[src/rtl/four_bit_shift_reg.sv]
// Universal shift register: hold, shift right, shift left or parallel load per clock edge.
// Optional cascade taps serialOutR/serialOutL are built when USR_SERIAL_OUT_EN is defined.
module four_bit_shift_reg #(
  parameter int WIDTH = 4
) (
  input  logic             Clk,
  input  logic             Reset,
  input  logic             serialIn,
  input  logic [1:0]       sel,
  input  logic [WIDTH-1:0] BlockIn,
  output logic [WIDTH-1:0] Out
`ifdef USR_SERIAL_OUT_EN
  ,
  output logic             serialOutR,
  output logic             serialOutL
`endif
);

  localparam logic [1:0] MODE_HOLD  = 2'b00;
  localparam logic [1:0] MODE_SHR   = 2'b01;
  localparam logic [1:0] MODE_SHL   = 2'b10;
  localparam logic [1:0] MODE_LOAD  = 2'b11;

  logic [WIDTH-1:0] reg_q;
  logic [WIDTH-1:0] reg_d;

  function automatic logic [WIDTH-1:0] shift_right(input logic [WIDTH-1:0] cur,
                                                   input logic             sin);
    return {sin, cur[WIDTH-1:1]};
  endfunction

  function automatic logic [WIDTH-1:0] shift_left(input logic [WIDTH-1:0] cur,
                                                  input logic             sin);
    return {cur[WIDTH-2:0], sin};
  endfunction

  // Any unknown sel value falls into the default branch and holds.
  always_comb begin
    reg_d = reg_q;
    case (sel)
      MODE_HOLD: reg_d = reg_q;
      MODE_SHR:  reg_d = shift_right(reg_q, serialIn);
      MODE_SHL:  reg_d = shift_left(reg_q, serialIn);
      MODE_LOAD: reg_d = BlockIn;
      default:   reg_d = reg_q;
    endcase
  end

  always_ff @(posedge Clk) begin
    if (Reset) begin
      reg_q <= '0;
    end else begin
      reg_q <= reg_d;
    end
  end

  assign Out = reg_q;

`ifdef USR_SERIAL_OUT_EN
  assign serialOutR = reg_q[0];
  assign serialOutL = reg_q[WIDTH-1];
`endif

endmodule

[config.mk]
export PLATFORM = sky130hd
export DESIGN_NAME = four_bit_shift_reg
export DESIGN_NICKNAME = d
export VERILOG_FILES = /design/src/rtl/four_bit_shift_reg.sv
export SDC_FILE = /design/constraint.sdc
export NUM_CORES = 1
export LEC_CHECK = 0
export CAP_MARGIN = 10
export CORE_AREA = 2 2 39 41
export CTS_CLUSTER_SIZE = 10
export DETAILED_ROUTE_END_ITERATION = 10
export DIE_AREA = 0 0 41 43
export GPL_TIMING_DRIVEN = 0
export PLACE_DENSITY_LB_ADDON = 0.05
export SKIP_CTS_REPAIR_TIMING = 1
export SLEW_MARGIN = 0
export SYNTH_ARGS = -nofsm -noshare
export SYNTH_HDL_FRONTEND = slang
export SYNTH_SLANG_ARGS = --single-unit
[constraint.sdc]
create_clock -name Clk -period 1.15 [get_ports Clk]
set_input_delay 0.1725 -clock Clk [delete_from_list [all_inputs] [get_ports Clk]]
set_output_delay 0.1725 -clock Clk [all_outputs]
set_load 0.05 [all_outputs]
Yosys cells after proc, flatten, opt, wreduce, memory -nomap -nowiden
Index checks and enable logic that the tools add are counted.
{"block": "op_classes", "eq_ne": 3, "mux": 1, "n_reduce_logical": 1}
{"cell": "$pmux 4 s3", "n": 1}
{"cell": "$eq 2x2->1 const B", "n": 2}
{"cell": "$eq 2x1->1 const B", "n": 1}
{"cell": "$logic_not 2->1", "n": 1}
{"block": "totals", "ff_bits": 4, "input_bits": 9, "output_inout_bits": 4, "wordCells": 6}

Logic depth before layout (Yosys ltp)
Gate-level depths: netlist (run 1).
{"block": "logic_depth", "depth_word": 2, "mapped_depth": 2, "mapped_depth_nobuf": 2}

Least setup slack after synthesis (run 1)
No wires, ideal clock.
{"block": "synth_timing", "kind": "register -> register", "from": "register reg_q[1], in the netlist Out[1]", "to": "register reg_q[0], in the netlist Out[0]", "setup_ps": 114, "arrival_time_ps": 1138, "required_ps": 1036, "path_slack_ps": -102, "path_stages_with_launch": 3, "n_path_buf": 0, "period_less_slack_ps": 1252, "path_cell_list": "dfxtp_1 mux4_1 nor2b_1"}
{"block": "synth_via", "elab_chain_cells": 1}
{"element": "start: declaration", "line_no": "24", "source": "logic [WIDTH-1:0] reg_q;"}
{"element": "start signal: assignment", "line_no": "53", "source": "reg_q <= reg_d;"}
{"element": "$pmux 4 s3", "line_no": "40", "source": "case (sel)"}
No other way between the ends.
A chain may end at the register's enable or synchronous reset.

Worst setup path in the final report (run 1)
{"block": "layout_timing", "from": "input port serialIn", "to": "register reg_q[0], in the netlist Out[0]"}
{"block": "layout_via", "elab_chain_cells": 1}
{"element": "start: declaration", "line_no": "8", "source": "input logic serialIn,"}
{"element": "$pmux 4 s3", "line_no": "40"}
No other way between the ends.

==> run_results.csv, run 1 <==
group,metric,value,unit
global_route,antenna_found_initial,0,
yosys,synth_largest_area_cell,"dfxtp_1",
yosys,synth_compound_area_frac,0,
global_route,track_usage,0.0887,
hold_path,whs_path_depth,3,
yosys,ys_seq_area_frac,0.403,
worst_setup_path,path_class,"input pin to register",
cells_and_area,drive_above_1_share,0.519,
yosys,synthCells,12,
drt,drc,0,
drt,drt_iter0_markers,2,
global_route,grt_pass1_vias,208,
yosys,synth_seq_cells,4,
power,p_clk_frac,0.404,
worst_setup_path,cp.arrival,1.24,ns
drt,antenna_left,0,
clock_tree,cts-root-buf,"clkbuf_4",
drt,routedWlPerCell,12.3,um
timing,slew_violations,0,
place,place_congestion,0.610,
power,p_per_area,1260,mW/mm2
yosys,synthSimpleGateAreaFrac,0.126,
worst_setup_path,crit_path_cell_trace,"clkdlybuf4s50_1 -> mux4_1 -> nor2b_1",
yosys,synth_mux_area_frac,0.472,
worst_setup_path,crit_buf_inv,1,
cells_and_area,post-route-cell-area,352,um2
yosys,yosysTopAreaCellShare,0.403,
power,leakage,0.000157,uW
cells_and_area,fin_nets,38,
floorplanning,start_util,0.144,
yosys,synth_fa_ha_area_frac,0,
yosys,syn_area,199,um2
timing,rsz0062_at_grt,"no",
clock_tree,htreeDepth,1,
timing,fin_crit,1.11,ns
yosys,synthFlopType,"dfxtp_1",
floorplanning,core_area,0.00138,mm2
timing,worstMarginPinSlew,0.278,ns
power,p_sw,120,uW
worst_setup_path,cpMaxStageDelayCell,"mux4_1",
worst_setup_path,cp_slowest_stage_delay,0.50,ns
yosys,synth_top_family_by_area,"multiplexers",
global_route,grt_max_degree,5,
clock_tree,clk_latency,0.24,ns
yosys,postSynthAreaPerCell,16.6,um2
job,cap_violations,0,
run_status,outcome,"finished clean",
yosys,synth_edf_count,0,
yosys,synth_area_leaders,"dfxtp_1, mux4_2, mux4_1",
worst_setup_path,end_kind,"register",
floorplanning,num_rows,14,
place,pre_cts_slack,-0.492,ns
cells_and_area,largest_reg_flops,4,
cells_and_area,num-fill-cells,138,
floorplanning,fp.dieW,41,um
worst_setup_path,cp.depth,3,
worst_setup_path,r2r-end,"Out[0]",
clock_tree,clk_pin_slew,0.04,ns
global_route,grt_pass1_wl,910,um
timing,finClkSkew,0.0000930,ns
power,pwr-share-seq,0.358,
power,p_sw_frac,0.271,
worst_setup_path,rrSetupSlack,0.07,ns
worst_setup_path,rr_startpoint,"Out[1]",
floorplanning,pin_count,13,
yosys,yosys-top-cells-count,"dfxtp_1, nor2b_1, mux4_2, mux4_1",
power,ir_drop,0.413,mV
power,combinationalPowerShare,0.238,
timing,fmax,898,MHz
global_route,grt_overflow,0,
yosys,synth_warnings,0,
drt,first_pass_iters,4,
hold_path,worstHoldStart,"sel[1]",
timing,fin_ws,0.0359,ns
worst_setup_path,cp_max_fo,2,
timing,finalHoldViolCount,0,
clock_tree,cts_buffers,3,
yosys,yosys.area_share.xor_xnor,0,
cells_and_area,layoutNonFillerInstCount,43,
power,p_int,323,uW
timing,slew_headroom,0.815,
cells_and_area,post-route-util,0.254,
hold_path,holdPathEnd,"Out[0]",
place,dp_hpwl,405,um
worst_setup_path,startpoint_type,"input pin",
clock_tree,cts_max_path_buffers,2,
drt,routed_wl,531,um
timing,fin_crit_sh,0.969,
timing,setup_viol,0,
worst_setup_path,ff2ff_path_depth,2,
worst_setup_path,cp_top_family,"multiplexers",
clock_tree,cts_tree,"yes",
floorplanning,die_y,43,um
place,place_area,344,um2
yosys,synth_cell_types,4,
drt,vias_per_cell,4.14,
drt,vias,178,
place,placedCellCount,40,
place,portBuffers,12,
yosys,synthesis.nets,21,
hold_path,min_path_type,"input pin to register",
cells_and_area,synthToLayoutAreaGrowth,76.7,%
clock_tree,clock-sinks,4,
yosys,synthArstFlopShare,0,
floorplanning,die_area,0.00176,mm2
worst_setup_path,worstPathRequired,1.27,ns
cells_and_area,antenna_cells,0,
## worst max-delay path by stage
stage,from,end
floorplan,Out[1],Out[0]
global placement,sel[0],Out[0]
detailed placement,sel[0],Out[0]
CTS,Out[2],Out[2]
global route,serialIn,Out[0]
finish,serialIn,Out[0]
## stage by stage
step | TNS (ns) | hold WS, ns | total power (uW)
6_report | 0 | 0.483 | 443
5_1_grt | 0 | 0.536 | 465
4_1_cts | -2.36 | 0.567 | 460
3_5_place_dp | -2.32 | 0.694 | 277
3_3_place_gp | -2.33 | 0.685 | 277
2_1_floorplan | 0 | 0.237 | 220
## final cells by class
type	instances	area, um2	share of cell area
repair buffers	12	105	0.299
clock buffers	3	22.5	0.0641
multi-input cells	8	119	0.338
well taps	16	20.0	0.0569
flip-flops and latches	4	85.1	0.242
## per-layer routing
layer,vias up,global-route usage,routed length [um],part of all wire
li1,81,-,-,-
met2,15,0.0813,186,0.35
met4,0,0.100,25,0.047
met3,4,0.0524,82,0.15
met1,78,0.121,237,0.45
met5,-,0,0,0
## cells in the final DEF, fill, tap and decap left out, drive strengths merged
cell type      synthesis  routed
clkdlybuf4s50          0       6
dfxtp                  4       4
dlymetal6s2s           0       2
mux4                   4       4
nor2b                  4       4
clkbuf                 0       7
## cell families (layout without fill, tap and decap cells)
kind of cell,count (synthesis),count (layout)
mux,4,4
flops,4,4
simple gates,4,4
buf+inv,0,15
## power by group through the flow
| stage | Sequential (uW) | Clock [uW] | Combinational (uW) |
|---|---|---|---|
| after floorplan | 191 | 0 | 29.9 |
| after global placement | 161 | 0 | 117 |
| after detailed placement | 161 | 0 | 116 |
| after CTS | 159 | 185 | 117 |
| after global routing | 160 | 193 | 113 |
| final | 159 | 179 | 106 |
## worst register-to-register path: cells and delay by family (launching register included)
family	cells	cell delay [ns]
mux	1	0.50
flops	1	0.32
simple gates	1	0.14
Power figures use the tool's default switching activity.
==> run 2, diff against run 1 <==
- CAP_MARGIN: 10 -> 20
==> results of run 2 <==
Final layout, timing and power as in run 1 (identical DEF).
==> run 3, diff against run 2 <==
- SLEW_MARGIN: 0 -> unset
==> results of run 3 <==
Final layout, timing and power as in run 1 (identical DEF).
